## src/rtl/uart_pkg.sv

```systemverilog
// Shared UART definitions: receiver FSM state type and bit-timing derivation.
package uart_pkg;

   typedef enum logic [2:0] {
      StIdle     = 3'd0,
      StStart    = 3'd1,
      StData     = 3'd2,
      StStop     = 3'd3,
      StWaitHigh = 3'd4
   } uart_state_e;

   // Clock cycles per serial bit (integer division).
   function automatic int unsigned clks_per_bit(input int unsigned clk_freq,
                                                input int unsigned baud_rate);
      return clk_freq / baud_rate;
   endfunction

   // Offset from the start-bit edge to the middle of the start bit.
   function automatic int unsigned half_bit(input int unsigned cpb);
      return cpb / 2;
   endfunction

endpackage

```

## src/rtl/sync_2ff.sv

```systemverilog
// Two-flop synchronizer for a single asynchronous input; resets to 1 (idle line).
module sync_2ff (
   input  logic clk,
   input  logic rst,
   input  logic d_in,
   output logic q_out
);

   logic meta_q, meta_d;
   logic sync_q, sync_d;

   // Next-state: shift the input through two stages.
   always_comb begin
      meta_d = d_in;
      sync_d = meta_q;
   end

   // Synchronizer flops, synchronous reset to the idle level.
   always_ff @(posedge clk) begin
      if (rst) begin
         meta_q <= 1'b1;
         sync_q <= 1'b1;
      end else begin
         meta_q <= meta_d;
         sync_q <= sync_d;
      end
   end

   assign q_out = sync_q;

endmodule

```

## src/rtl/uart_rx.sv

```systemverilog
// 8N1 UART receiver: mid-bit sampling, framing-error detection, break handling.
module uart_rx
   import uart_pkg::*;
#(
   parameter int unsigned BAUD_RATE = 9600,
   parameter int unsigned CLK_FREQ  = 50000000
) (
   input  logic       clk,
   input  logic       rst,
   input  logic       rx_in,
   output logic [7:0] rx_data,
   output logic       rx_valid,
   output logic       rx_frame_err,
   output logic       rx_busy
);

   localparam int unsigned ClksPerBit = clks_per_bit(CLK_FREQ, BAUD_RATE);
   localparam int unsigned HalfBit    = half_bit(ClksPerBit);

   if (ClksPerBit < 4 || ClksPerBit > 65535) begin : g_bad_baud
      $fatal(1, "uart_rx: CLK_FREQ/BAUD_RATE must be within 4..65535");
   end

   localparam logic [15:0] BitLast  = 16'(ClksPerBit - 1);
   localparam logic [15:0] HalfLast = 16'(HalfBit - 1);

   logic rxs;

   sync_2ff u_sync (
      .clk   (clk),
      .rst   (rst),
      .d_in  (rx_in),
      .q_out (rxs)
   );

   uart_state_e state_q, state_d;
   logic [15:0] cnt_q, cnt_d;
   logic [2:0]  bit_idx_q, bit_idx_d;
   logic [7:0]  shift_q, shift_d;
   logic [7:0]  data_q, data_d;
   logic        valid_q, valid_d;
   logic        ferr_q, ferr_d;

   // Next-state and output-pulse logic; pulses default low so they last one cycle.
   always_comb begin
      state_d   = state_q;
      cnt_d     = cnt_q;
      bit_idx_d = bit_idx_q;
      shift_d   = shift_q;
      data_d    = data_q;
      valid_d   = 1'b0;
      ferr_d    = 1'b0;
      unique case (state_q)
         StIdle: begin
            cnt_d = '0;
            if (!rxs) state_d = StStart;
         end
         StStart: begin
            if (cnt_q == HalfLast) begin
               cnt_d     = '0;
               bit_idx_d = '0;
               // A start bit that is already high again at mid-bit was a glitch.
               state_d   = rxs ? StIdle : StData;
            end else begin
               cnt_d = cnt_q + 16'd1;
            end
         end
         StData: begin
            if (cnt_q == BitLast) begin
               cnt_d            = '0;
               shift_d[bit_idx_q] = rxs;
               if (bit_idx_q == 3'd7) state_d = StStop;
               else                   bit_idx_d = bit_idx_q + 3'd1;
            end else begin
               cnt_d = cnt_q + 16'd1;
            end
         end
         StStop: begin
            if (cnt_q == BitLast) begin
               cnt_d = '0;
               if (rxs) begin
                  data_d  = shift_q;
                  valid_d = 1'b1;
                  state_d = StIdle;
               end else begin
                  ferr_d  = 1'b1;
                  state_d = StWaitHigh;
               end
            end else begin
               cnt_d = cnt_q + 16'd1;
            end
         end
         StWaitHigh: begin
            // Hold here through a break so a low line cannot spawn new frames.
            cnt_d = '0;
            if (rxs) state_d = StIdle;
         end
         default: begin
            state_d = StIdle;
            cnt_d   = '0;
         end
      endcase
   end

   // State and output registers with synchronous active-high reset.
   always_ff @(posedge clk) begin
      if (rst) begin
         state_q   <= StIdle;
         cnt_q     <= '0;
         bit_idx_q <= '0;
         shift_q   <= '0;
         data_q    <= 8'h00;
         valid_q   <= 1'b0;
         ferr_q    <= 1'b0;
      end else begin
         state_q   <= state_d;
         cnt_q     <= cnt_d;
         bit_idx_q <= bit_idx_d;
         shift_q   <= shift_d;
         data_q    <= data_d;
         valid_q   <= valid_d;
         ferr_q    <= ferr_d;
      end
   end

   assign rx_data      = data_q;
   assign rx_valid     = valid_q;
   assign rx_frame_err = ferr_q;
   assign rx_busy      = (state_q != StIdle);

endmodule
```

## config.mk

```make
export PLATFORM = sky130hd
export DESIGN_NAME = uart_rx
export DESIGN_NICKNAME = d
export VERILOG_FILES = /design/src/rtl/uart_pkg.sv /design/src/rtl/sync_2ff.sv /design/src/rtl/uart_rx.sv
export SDC_FILE = /design/constraint.sdc
export NUM_CORES = 1
export LEC_CHECK = 0
export BUFFER_PORTS_ARGS = -buffer_cell sky130_fd_sc_hd__buf_2
export CAP_MARGIN = 20
export CELL_PAD_IN_SITES_DETAIL_PLACEMENT = 1
export CELL_PAD_IN_SITES_GLOBAL_PLACEMENT = 1
export CORE_MARGIN = 2
export CORE_UTILIZATION = 49
export DETAILED_ROUTE_END_ITERATION = 12
export PLACE_DENSITY = 0.88
export SYNTH_ARGS = -nofsm -noshare
export SYNTH_HDL_FRONTEND = slang
export SYNTH_SLANG_ARGS = --single-unit
export TNS_END_PERCENT = 1
```

## constraint.sdc

```tcl
create_clock -name clk -period 5.15 [get_ports clk]
set_input_delay 0.515 -clock clk [delete_from_list [all_inputs] [get_ports clk]]
set_output_delay 0.515 -clock clk [all_outputs]
set_load 0.03 [all_outputs]
```

== Word level (Yosys, flattened, before mapping) ==
Cells that the tools add are included.

* Bits in registers: 42
* Bits in latches: 0
* RAM bits: 0
* ROM bits: 0
* Input port bits: 3
* Output and inout bits: 11
* Logic and storage cells: 60
* Memories: 0

* Add/subtract/negate cells: 2
* Multipliers: 0
* Divide/modulo/power cells: 0
* $lt $le $gt $ge: 2
* Eq/ne operators: 14
* Shifts and indexed selects: 0
* Muxes and demuxes: 21
* Bitwise operators: 2
* Reduce and logical (&&, ||, !) cells: 10

{| class="wikitable"
|+ Operators by type and width
! kind !! count
|-
| 16-bit two-way mux || 2
|-
| 16-bit case mux with 2 select lines || 1
|-
| 3-bit two-way mux || 10
|-
| 16-bit by 1-bit adder with 16-bit output (second input constant) || 1
|-
| 16-bit by 12-bit equality test with 1-bit output (second input constant) || 1
|-
| 16-bit by 13-bit equality test with 1-bit output (second input constant) || 1
|-
| 3-bit case mux with 5 select lines || 1
|-
| 2-bit inequality test (second input constant) || 6
|-
| 8-bit bitwise mux || 1
|-
| 3-bit by 2-bit equality test with 1-bit output (second input constant) || 2
|-
| 3-bit equality test (second input constant) || 2
|-
| 3-bit case mux with 2 select lines || 1
|-
| 6-bit AND reduction || 1
|-
| 3-bit by 4-bit less-than comparator with 1-bit output (second input constant) || 1
|-
| 4-bit AND reduction || 1
|-
| 3-bit by 1-bit adder with 3-bit output (second input constant) || 1
|-
| 1-bit demux with 3-bit select || 1
|-
| 3-bit by 1-bit equality test with 1-bit output (second input constant) || 1
|-
| 3-bit by 1-bit >= comparator with 1-bit output (second input constant) || 1
|-
| 3-bit zero test || 1
|-
| 1-bit two-way mux || 3
|-
| 3-bit AND reduction || 1
|-
| 3-bit nonzero test || 1
|-
| 3-bit OR reduction || 1
|-
| other kinds (7) || 8
|}

== Longest topological paths before layout ==
Gate-level depths: netlist (run 1).

* Depth after elaboration: 5
* Gate-level depth with buffers: 7
* Mapped depth without buffers: 5

== By module ==
From an unflattened synthesis (run 1), not the netlist that was laid out.

* Cell total of the unflattened synthesis: 214
* Area total of the unflattened synthesis: 1964.4 µm²

{| class="wikitable"
|+ Modules (own cells, without submodules)
! module !! instances !! cells an instance !! area each (µm²) !! sequential area each (µm²)
|-
| uart_rx || 1 || 210 || 1911.8 || 800.8
|-
| sync_2ff || 1 || 4 || 52.6 || 40.0
|}

== Least setup slack after synthesis (run 1) ==
OpenSTA, ideal clock, no wires.

* Kind: register -> register
* Start: register cnt_q[0]
* End: register cnt_q[10]
* Library setup time: 0.130 ns
* Data arrival time: 1.628 ns
* Data required time: 5.020 ns
* Setup slack: 3.392 ns
* Stages on the path, launching flop included: 7
* Buffers on the path: 1
* Cell sequence: dfxtp_1 ha_1 nor4b_4 nand4_1 a22oi_4 buf_4 nor3_1

* Word-level cells in the longest chain between the ends: 3
* Elaborated cells on any way between the ends: 6
* Those cells by class: add/sub: 1; eq/ne: 2; mux: 3

{| class="wikitable"
|+ RTL lines
! element !! line !! RTL
|-
| start, declared || uart_rx.sv:37 || <nowiki>logic [15:0] cnt_q, cnt_d;</nowiki>
|-
| start signal, assigned || uart_rx.sv:117 || <nowiki>cnt_q <= cnt_d;</nowiki>
|-
| 16-bit by 1-bit adder with 16-bit output, or another cell as far along || uart_rx.sv:65, uart_rx.sv:75, uart_rx.sv:90 ||
|-
| 16-bit two-way mux, on equally long branches || uart_rx.sv:69, uart_rx.sv:79, uart_rx.sv:59 ||
|-
| 16-bit case mux with 2 select lines (*) || uart_rx.sv:53 || <nowiki>unique case (state_q)</nowiki>
|}

Mark *: on every way between the ends. The rest lies on a longest branch, timed or not.
A chain may end at the register's enable or synchronous reset.

== Worst setup path in the final report (run 1) ==
* Start: register cnt_q[0]
* End: register state_q[0]

* Word-level cells in the longest chain between the ends: 3
* Elaborated cells on any way between the ends: 6
* Those cells by class: eq/ne: 5; reduce/logical: 1

{| class="wikitable"
|+ RTL lines
! element !! line !! RTL
|-
| 16-bit by 13-bit equality test with 1-bit output or 16-bit by 12-bit equality test with 1-bit output (tied branches) || uart_rx.sv:69, uart_rx.sv:79, uart_rx.sv:59 ||
|-
| 2-bit inequality test (no source line) || -- ||
|-
| 6-bit AND reduction (no source line) (*) || -- ||
|-
| end signal, assigned || uart_rx.sv:108 || <nowiki>state_q <= StIdle;</nowiki>
|-
| end signal, assigned || uart_rx.sv:116 || <nowiki>state_q <= state_d;</nowiki>
|-
| end, declared || uart_rx.sv:36 || <nowiki>uart_state_e state_q, state_d;</nowiki>
|}

Marks and branches as above.

==> out/qor.csv, run 1 <==
stage,metric,value,unit
min_path,hold_path.class,input port to flop,
drt,num_vias,1799,
layout,syn_to_final_growth,6.471,%
floorplanning,start_util,0.5124,
timing,tightest_slew,0.6682,ns
synth,ys_seq_area_frac,0.4103,
floorplanning,core,4000,um2
drt,drt_iter0_drc,56,
synth,synthDominantCellAreaShare,0.4103,
drt,via_per_inst,6.448,
timing,worst_slack,2.642,ns
layout,fillers,470,
layout,seq_area,840.8,um2
global_route,overflow,0,
clock_network,clk_path_buf_depth,2,
worst_setup_path,cp_data_required_time,5.38,ns
power_and_ir_drop,power_leakage,0.7043,nW
clock_network,htree_levels,2,
timing,period_minus_slack,2.508,ns
drt,drc,0,
clock_network,postCtsHoldBufs,0,
place,dp_hpwl,3209,um
layout,layout_common_cells,"dfxtp_1 (42), a21oi_1 (18), nor3_1 (18)",
place,dp.cells,271,
timing,hold_violations,0,
timing,fin_crit_sh,0.4869,
synth,yosys.area.top_type,dfxtp_1,
global_route,antenna_found_initial,0,
timing,skew,0.007893,ns
global_route,grt_usage,0.2454,
synth,syn-instance-count,228,
floorplanning,dieArea,4716,um2
synth,synth-edff-count,0,
drt,dr.pass1.iters,4,
worst_setup_path,crit_arrival,2.73,ns
drt,wl,5206,um
synth,yosys-top-cells-area,"dfxtp_1 (41%), a21oi_1 (4.4%), nor3_1 (4.4%)",
layout,multi_input_area,1111,um2
synth,ys.flop_type,dfxtp_1,
floorplanning,die_h,68.67,um
clock_network,cts_resized,0,
min_path,holdPathEnd,u_sync.meta_q,
power_and_ir_drop,power.total,0.0005617,W
timing,final_max_slew_viol_count,0,
place,gp_congestion,0.7457,
drt,ant_nets,0,
place,portBuffers,13,
clock_network,cts-buffers-inserted,5,
worst_setup_path,ff2ff_path_depth,5,
clock_network,clk-insertion-delay-late,0.30,ns
global_route,grt_first_pass_wirelength,8549,um
timing,rsz0062_at_grt,false,
worst_setup_path,worstReg2RegEnd,state_q[0],
power_and_ir_drop,power_density,257.4,nW/um2
synth,syn_area_per_cell,8.989,um2
power_and_ir_drop,ir_worst_vdd,133.8,uV
floorplanning,ioPinCount,14,
floorplanning,rows,23,
timing,slew_headroom,0.5535,
worst_setup_path,worstReg2RegStart,cnt_q[0],
layout,final_common_cell,dfxtp_1,
floorplanning,die_w,68.67,um
drt,wire_per_inst,18.66,um
clock_network,clkTransAtPathRegs,0.08,ns
layout,num_antenna_cells,0,
worst_setup_path,crit_type,flop to flop,
worst_setup_path,crit_fanout,23,
clock_network,root_buffer,clkbuf_8,
synth,async_flop_share,0,
place,dp_slack,2.704,ns
run_status,run_status,finished clean,
min_path,min-delay-start,rx_in,
clock_network,cts_tree,built,
layout,drive_gt1_frac,0.1572,
global_route,grt_pass1_vias,1677,
synth,ys_ff_latch,42,
synth,yosys_warnings,0,
synth,ys_types,51,
layout,design.final.nets,234,
worst_setup_path,rrSetupSlack,2.64,ns
clock_network,clock-sinks,42,
timing,tns,0,ns
clock_network,cts_setup_buffers,0,
layout,finalNonFillerCells,279,
synth,synth_area,2049,um2
min_path,whs_path_depth,2,
synth,synth_nets,234,
timing,max_freq,0.3988,GHz
worst_setup_path,crit_path_end_kind,flop,
worst_setup_path,cp-start-kind,flop,
timing,setup_viol,0,
job,maxCapViolations,0,
global_route,grt_max_degree,29,
## worst max-delay path, stage by stage, from the launching register on
cell and delay [ns]:
dfxtp_1 0.38, ha_1 0.26, nor4b_4 0.32, nand4_2 0.56
a22oi_4 0.69, mux2i_1 0.23
## sequential cells by signal, indices dropped and copies added, names as in the netlist
signal	flops
rx_data	8
u_sync.meta_q	1
state_q	3
rx_frame_err	1
rx_valid	1
shift_q	8
bit_idx_q	3
cnt_q	16
u_sync.q_out	1
## cell type report
| class | instances | share of cell area |
|---|---|---|
| multi-input combinational | 164 | 0.5092 |
| sequential | 42 | 0.3853 |
| clock buffer | 6 | 0.03784 |
| timing repair buffer | 13 | 0.02982 |
| tap | 50 | 0.02867 |
| clock inverter | 2 | 0.005734 |
| inverter | 2 | 0.003440 |
## worst max path at each step
stage | slack (ns) | end | cells past startpoint | startpoint
detailed placement | 2.70 | state_q[0] | 5 | cnt_q[0]
global route | 2.45 | state_q[0] | 5 | cnt_q[0]
CTS | 2.65 | state_q[0] | 5 | cnt_q[0]
floorplan | 3.39 | cnt_q[10] | 6 | cnt_q[0]
global placement | 2.74 | state_q[0] | 5 | cnt_q[0]
finish | 2.64 | state_q[0] | 5 | cnt_q[0]
## power by group
part | internal, W | switching [W] | leakage [nW] | total (W)
clock | 0.000108 | 0.000115 | 0.0472 | 0.000223
combinational | 0.00000333 | 0.00000814 | 0.318 | 0.0000115
sequential | 0.000325 | 0.00000215 | 0.339 | 0.000328
## cell usage after synthesis, drive strengths merged, types with 2 or more instances
library cell / n
o31ai: 7
nor2: 4
buf: 7
and2: 2
a21oi: 18
a211oi: 3
nand3: 18
nor3: 18
ha: 3
a31oi: 3
inv: 2
or2: 3
nor4b: 2
o41ai: 2
and4: 3
nand2: 6
or4: 2
and4bb: 2
nor3b: 5
dfxtp: 42
clkbuf: 13
nand3b: 2
nand4: 15
xnor2: 4
xor2: 7
o221ai: 3
and3: 3
nor4: 2
or3: 7
o21ai: 11
## routing by layer
layer,vias up,share of wire,track usage,routed length [um]
met1,878,0.46,0.3270,2410
met3,10,0.041,0.05357,215
met4,0,0.016,0.07750,85
met2,39,0.48,0.3942,2494
li1,872,-,-,-
met5,-,0,0,0
## through the flow
step / area, um2 / utilization / hold slack (ns)
floorplan: 2049 / - / 0.3895
global placement: 2087 / 0.5217 / 0.3919
detailed placement: 2087 / 0.5217 / 0.4023
CTS: 2182 / 0.5455 / 0.3903
global route: 2182 / 0.5455 / 0.4015
finish: 2182 / 0.5455 / 0.3923
## kinds of logic (layout without fill, tap and decap cells)
| logic type | Yosys count | after routing | share of synthesized area |
|---|---|---|---|
| DFF | 42 | 42 | 0.4103 |
| adders and majority gates | 3 | 3 | 0.01832 |
| buffers and inverters | 22 | 23 | 0.04762 |
| muxes | 1 | 1 | 0.004884 |
| and+or+nand+nor | 99 | 99 | 0.3126 |
| AOI/OAI and AO/OA | 50 | 50 | 0.1593 |
| xor gates and xnor gates | 11 | 11 | 0.04701 |
Power figures use the tool's default switching activity.
==> run 2, diff against run 1 <==
--- a/config.mk
+++ b/config.mk
@@ -5,14 +5,15 @@
 export SDC_FILE = /design/constraint.sdc
 export NUM_CORES = 1
 export LEC_CHECK = 0
+export ABC_AREA = 1
 export BUFFER_PORTS_ARGS = -buffer_cell sky130_fd_sc_hd__buf_2
 export CAP_MARGIN = 20
 export CELL_PAD_IN_SITES_DETAIL_PLACEMENT = 1
 export CELL_PAD_IN_SITES_GLOBAL_PLACEMENT = 1
 export CORE_MARGIN = 2
-export CORE_UTILIZATION = 49
+export CORE_UTILIZATION = 43
 export DETAILED_ROUTE_END_ITERATION = 12
-export PLACE_DENSITY = 0.88
+export PLACE_DENSITY = 0.83
 export SYNTH_ARGS = -nofsm -noshare
 export SYNTH_HDL_FRONTEND = slang
 export SYNTH_SLANG_ARGS = --single-unit
==> constraint.sdc (replaced) <==
create_clock -name clk -period 2.5 [get_ports clk]
set_input_delay 0.25 -clock clk [delete_from_list [all_inputs] [get_ports clk]]
set_output_delay 0.25 -clock clk [all_outputs]
set_load 0.03 [all_outputs]
==> out/qor.csv, run 2 <==
stage,metric,value,unit
run_status,run_status,finished clean,
floorplanning,core,5042,um2
drt,drt_iter0_drc,92,
clock_network,root_buffer,clkbuf_8,
worst_setup_path,crit_fanout,5,
floorplanning,dieArea,5784,um2
synth,ys_ff_latch,42,
clock_network,cts_resized,0,
synth,syn-instance-count,327,
power_and_ir_drop,power.total,0.001744,W
worst_setup_path,crit_path_end_kind,flop,
timing,worst_slack,0.7678,ns
timing,period_minus_slack,1.732,ns
synth,yosys-top-cells-area,"dfxtp_1 (38%), nand2_1 (13%), nor2_1 (11%)",
layout,design.final.nets,346,
global_route,antenna_found_initial,0,
clock_network,cts_tree,built,
layout,regMostFlops,cnt_q,
global_route,grt_pass1_vias,2000,
timing,skew,0.005853,ns
global_route,grt_max_degree,19,
place,dp_hpwl,3875,um
synth,synth-edff-count,0,
floorplanning,start_util,0.4427,
floorplanning,die_h,76.05,um
worst_setup_path,critPathLaunch,cnt_q[0],
timing,fin_crit_sh,0.6929,
layout,drive_gt1_frac,0.1382,
global_route,overflow,0,
power_and_ir_drop,p_int,0.001081,W
clock_network,clk_path_buf_depth,2,
floorplanning,die_w,76.05,um
drt,wire_per_inst,12.85,um
worst_setup_path,crit_type,flop to flop,
power_and_ir_drop,power_leakage,1.092,nW
layout,num_antenna_cells,0,
min_path,min-delay-start,rx_in,
floorplanning,rows,26,
layout,syn_to_final_growth,7.848,%
timing,tightest_slew,0.6442,ns
worst_setup_path,worstReg2RegStart,cnt_q[0],
synth,yosys.area.top_type,dfxtp_1,
layout,layout_common_cells,"nand2_1 (75), nor2_1 (63), dfxtp_1 (42)",
place,gp_congestion,0.8346,
synth,ys_top_cells_by_count,"nand2_1 (75), nor2_1 (63), dfxtp_1 (42)",
clock_network,htree_levels,2,
layout,final_common_cell,nand2_1,
place,dp.cells,403,
synth,ys.flop_type,dfxtp_1,
timing,hold_violations,0,
synth,synth_area,2232,um2
power_and_ir_drop,comb_power_share,0.323,
timing,max_freq,0.5773,GHz
timing,final_max_slew_viol_count,0,
power_and_ir_drop,ir_worst_vdd,591.4,uV
worst_setup_path,cp_data_required_time,2.69,ns
drt,ant_nets,0,
clock_network,clk-insertion-delay-late,0.30,ns
layout,finalNonFillerCells,410,
drt,dr.pass1.iters,4,
place,portBuffers,13,
worst_setup_path,crit_arrival,1.92,ns
synth,async_flop_share,0,
clock_network,cts-buffers-inserted,5,
worst_setup_path,cp-start-kind,flop,
global_route,grt_usage,0.1977,
synth,ys_seq_area_frac,0.3767,
timing,slew_headroom,0.5685,
power_and_ir_drop,power.switching,0.0006630,W
place,dp_slack,0.7663,ns
min_path,hold_path.class,input port to flop,
layout,fillers,681,
power_and_ir_drop,switching_share,0.3802,
clock_network,clock-sinks,42,
clock_network,cts_setup_buffers,0,
timing,tns,0,ns
synth,yosys_warnings,0,
job,maxCapViolations,0,
synth,synth.most_common_cell,nand2_1,
layout,largest_reg_flops,16,
drt,wl,5269,um
floorplanning,ioPinCount,14,
global_route,grt_first_pass_wirelength,9328,um
timing,rsz0062_at_grt,false,
timing,setup_viol,0,
synth,ys_types,32,
clock_network,postCtsHoldBufs,0,
power_and_ir_drop,power_density,724.5,nW/um2
synth,synth_nets,333,
clock_network,clkTransAtPathRegs,0.08,ns
drt,drc,0,
power_and_ir_drop,p_clk_frac,0.241,
drt,via_per_inst,4.880,
power_and_ir_drop,power_frac_seq,0.436,
drt,num_vias,2001,
synth,syn_area_per_cell,6.826,um2
synth,synthDominantCellAreaShare,0.3767,
run 2: cell types whose count changed after synthesis, sizes merged, moves of 11 or more:
cell and delta:
a21oi -15, clkbuf -12, inv +42, nand2 +73
nor2 +73, nor3 -11
run 2: worst max-delay path, stage by stage (launching register included):
cell and delay, ns:
dfxtp_1 0.37, ha_1 0.22, nand2_1 0.08, inv_1 0.10
nand3_1 0.11, nor2_1 0.17, nand2_1 0.18, nor2_1 0.19
a21oi_1 0.08, and2_1 0.14
run 2: cells by family after synthesis:
kind of cell / count (synthesis) / share of synthesized area
AO/OA/AOI/OAI: 8 / 0.02634
AND/OR/NAND/NOR: 209 / 0.4305
flip-flops: 42 / 0.3767
buffers and inverters: 54 / 0.1065
XOR/XNOR: 11 / 0.04316
adder cells (fa/ha/maj): 3 / 0.01682
run 2: final timing paths:
kind,to,slack [ns],cells past startpoint
worst max-delay path,shift_q[2],0.77,9
worst min-delay path,u_sync.meta_q,0.14,2
worst max register to register,shift_q[2],0.77,9
worst min register to register,u_sync.q_out,0.42,1
run 2: per-layer routing:
metal,vias to the layer above,global-route usage,part of all wire
met5,-,0,0
met4,0,0.06727,0.016
met3,9,0.03910,0.026
met2,25,0.3259,0.46
met1,939,0.2603,0.50
li1,1028,-,-
run 2: per-stage QoR:
stage,util,hold WS [ns],instance area [um2]
after floorplan,-,0.3538,2232
after global placement,0.4615,0.3941,2327
after detailed placement,0.4615,0.4093,2327
final,0.4774,0.1449,2407
after CTS,0.4774,0.1448,2407
after global routing,0.4774,0.1491,2407
run 2: power groups by stage:
stage | Clock, W | Combinational [W] | Sequential, W
5_1_grt | 0.000462 | 0.000656 | 0.000768
3_3_place_gp | 0 | 0.000552 | 0.000775
4_1_cts | 0.000434 | 0.000567 | 0.000761
2_1_floorplan | 0 | 0.000469 | 0.000764
6_report | 0.000420 | 0.000563 | 0.000760
3_5_place_dp | 0 | 0.000562 | 0.000777
run 2: final cells by class:
type,count,area [um2],share of cell area
Clock inverter,1,7.507,0.003119
Timing Repair Buffer,14,72.57,0.03015
Clock buffer,6,72.57,0.03015
Sequential cell,42,840.8,0.3493
Multi-Input combinational cell,231,1154,0.4792
Tap cell,70,87.58,0.03638
Inverter,46,172.7,0.07173
==> run 3, diff against run 2 <==
==> constraint.sdc (replaced) <==
create_clock -name clk -period 1.66 [get_ports clk]
set_input_delay 0.166 -clock clk [delete_from_list [all_inputs] [get_ports clk]]
set_output_delay 0.166 -clock clk [all_outputs]
set_load 0.03 [all_outputs]
==> out/qor.csv, run 3 (synthesis results as in run 2) <==
stage,metric,value,unit
run_status,run_status,finished clean,
global_route,grt_first_pass_wirelength,10050,um
timing,period_minus_slack,1.617,ns
layout,final_util,0.5288,
place,dp.cells,408,
drt,ant_nets,0,
floorplanning,ioPinCount,14,
timing,slew_headroom,0.6996,
layout,finalNonFillerCells,423,
layout,syn_to_final_growth,19.45,%
power_and_ir_drop,power_density,1163,nW/um2
clock_network,clock-sinks,42,
layout,regMostFlops,cnt_q,
global_route,grt_usage,0.2143,
layout,final_common_cell,nand2_1,
timing,tightest_slew,0.4490,ns
timing,hold_violations,0,
clock_network,htree_levels,2,
timing,fin_crit_sh,0.9742,
floorplanning,die_h,76.05,um
global_route,antenna_found_initial,0,
floorplanning,die_w,76.05,um
drt,dr.pass1.iters,4,
layout,drive_gt1_frac,0.2125,
layout,design.final.nets,358,
worst_setup_path,crit_fanout,9,
layout,fillers,682,
floorplanning,rows,26,
place,portBuffers,13,
timing,rsz0062_at_grt,true,
timing,setup_viol,0,
place,dp_hpwl,4040,um
global_route,overflow,0,
drt,drt_iter0_drc,139,
timing,skew,0.004480,ns
global_route,grt_max_degree,19,
worst_setup_path,crit_path_end_kind,flop,
drt,via_per_inst,4.965,
clock_network,clkTransAtPathRegs,0.08,ns
clock_network,cts-buffers-inserted,5,
drt,drc,0,
global_route,grt_pass1_vias,2152,
floorplanning,dieArea,5784,um2
clock_network,clk_path_buf_depth,2,
worst_setup_path,cp_data_required_time,1.86,ns
layout,num_antenna_cells,0,
power_and_ir_drop,ir_worst_vdd,717.2,uV
floorplanning,start_util,0.4427,
drt,wl,6264,um
drt,wire_per_inst,14.81,um
layout,multi_input_area,1205,um2
worst_setup_path,crit_arrival,1.82,ns
drt,num_vias,2100,
layout,layout_common_cells,"nand2_1 (74), nor2_1 (59), inv_1 (40)",
clock_network,cts_tree,built,
clock_network,root_buffer,clkbuf_8,
job,maxCapViolations,0,
floorplanning,core,5042,um2
worst_setup_path,crit_type,flop to flop,
layout,seq_area,853.3,um2
power_and_ir_drop,power_leakage,1.205,nW
min_path,hold_path.class,input port to flop,
place,gp_congestion,0.8599,
clock_network,clk-insertion-delay-late,0.30,ns
timing,tns,0,ns
layout,largest_reg_flops,16,
worst_setup_path,cp-start-kind,flop,
timing,max_freq,0.6184,GHz
clock_network,postCtsHoldBufs,0,
timing,final_max_slew_viol_count,0,
==> run 3: changes by cell type in the layout (fill, tap and decap cells not counted), moves of 2 or more <==
cell and delta:
buf_4 +9, nor2_1 -4, dfxtp_2 +4, dfxtp_1 -6
dfxtp_4 +2, buf_12 +2, nor2_2 +3, bufinv_16 +2
==> run 3: layout make-up <==
| type | instances | share of cell area |
|---|---|---|
| inverter | 46 | 0.06476 |
| tap | 70 | 0.03285 |
| clock buffer | 6 | 0.03097 |
| timing repair buffer | 26 | 0.07696 |
| sequential | 42 | 0.3200 |
| multi-input combinational | 231 | 0.4519 |
| clock inverter | 2 | 0.02252 |
==> run 3: path summary, 6_finish.rpt <==
kind | startpoint | endpoint | slack (ns) | depth (start not counted)
hold / removal | rx_in | u_sync.meta_q | 0.05 | 2
setup reg to reg | cnt_q[1] | cnt_q[6] | 0.04 | 11
setup / recovery | cnt_q[1] | cnt_q[6] | 0.04 | 11
hold reg to reg | u_sync.meta_q | u_sync.q_out | 0.42 | 1
==> run 3: repair_timing <==
action,in CTS,in global routing
pin swaps,1,4
gates cloned,0,1
setup endpoints to repair,24,39
hold endpoints to repair,0,0
setup buffers,3,3
gates resized for setup,2,18
==> run 3: through the flow <==
step	setup WS, ns	hold slack [ns]	area (um2)	total power, W
after floorplan	0.1822	0.2698	2232	0.001857
after global placement	0.07477	0.3698	2365	0.002003
after detailed placement	-0.03849	0.3696	2365	0.002026
after CTS	-0.01279	0.06043	2565	0.003075
after global routing	-0.06652	0.06868	2666	0.003317
final	0.04284	0.05358	2666	0.003102
==> run 3: worst max-delay path, cell delays in order, from the launching register on <==
cell and delay [ns]:
dfxtp_2 0.36, ha_4 0.15, nand2_1 0.07, inv_1 0.09, nand2_1 0.07, nor2_1 0.09, nand2_1 0.09, nand2_4 0.13
nand2_4 0.07, o211ai_4 0.14, clkbuf_16 0.22, nor2_2 0.03
==> run 3: report_power, final <==
group | total (W) | internal [W] | leakage, nW | switching (W)
logic | 0.000950 | 0.000323 | 0.790 | 0.000628
clock network | 0.00101 | 0.000642 | 0.0714 | 0.000368
registers | 0.00114 | 0.00107 | 0.343 | 0.0000722
==> run 3: routing by layer <==
layer | GRT usage | routed length [um]
met1 | 0.2752 | 2897
met2 | 0.3696 | 3082
met3 | 0.03199 | 168
met4 | 0.07273 | 116
met5 | 0 | 0
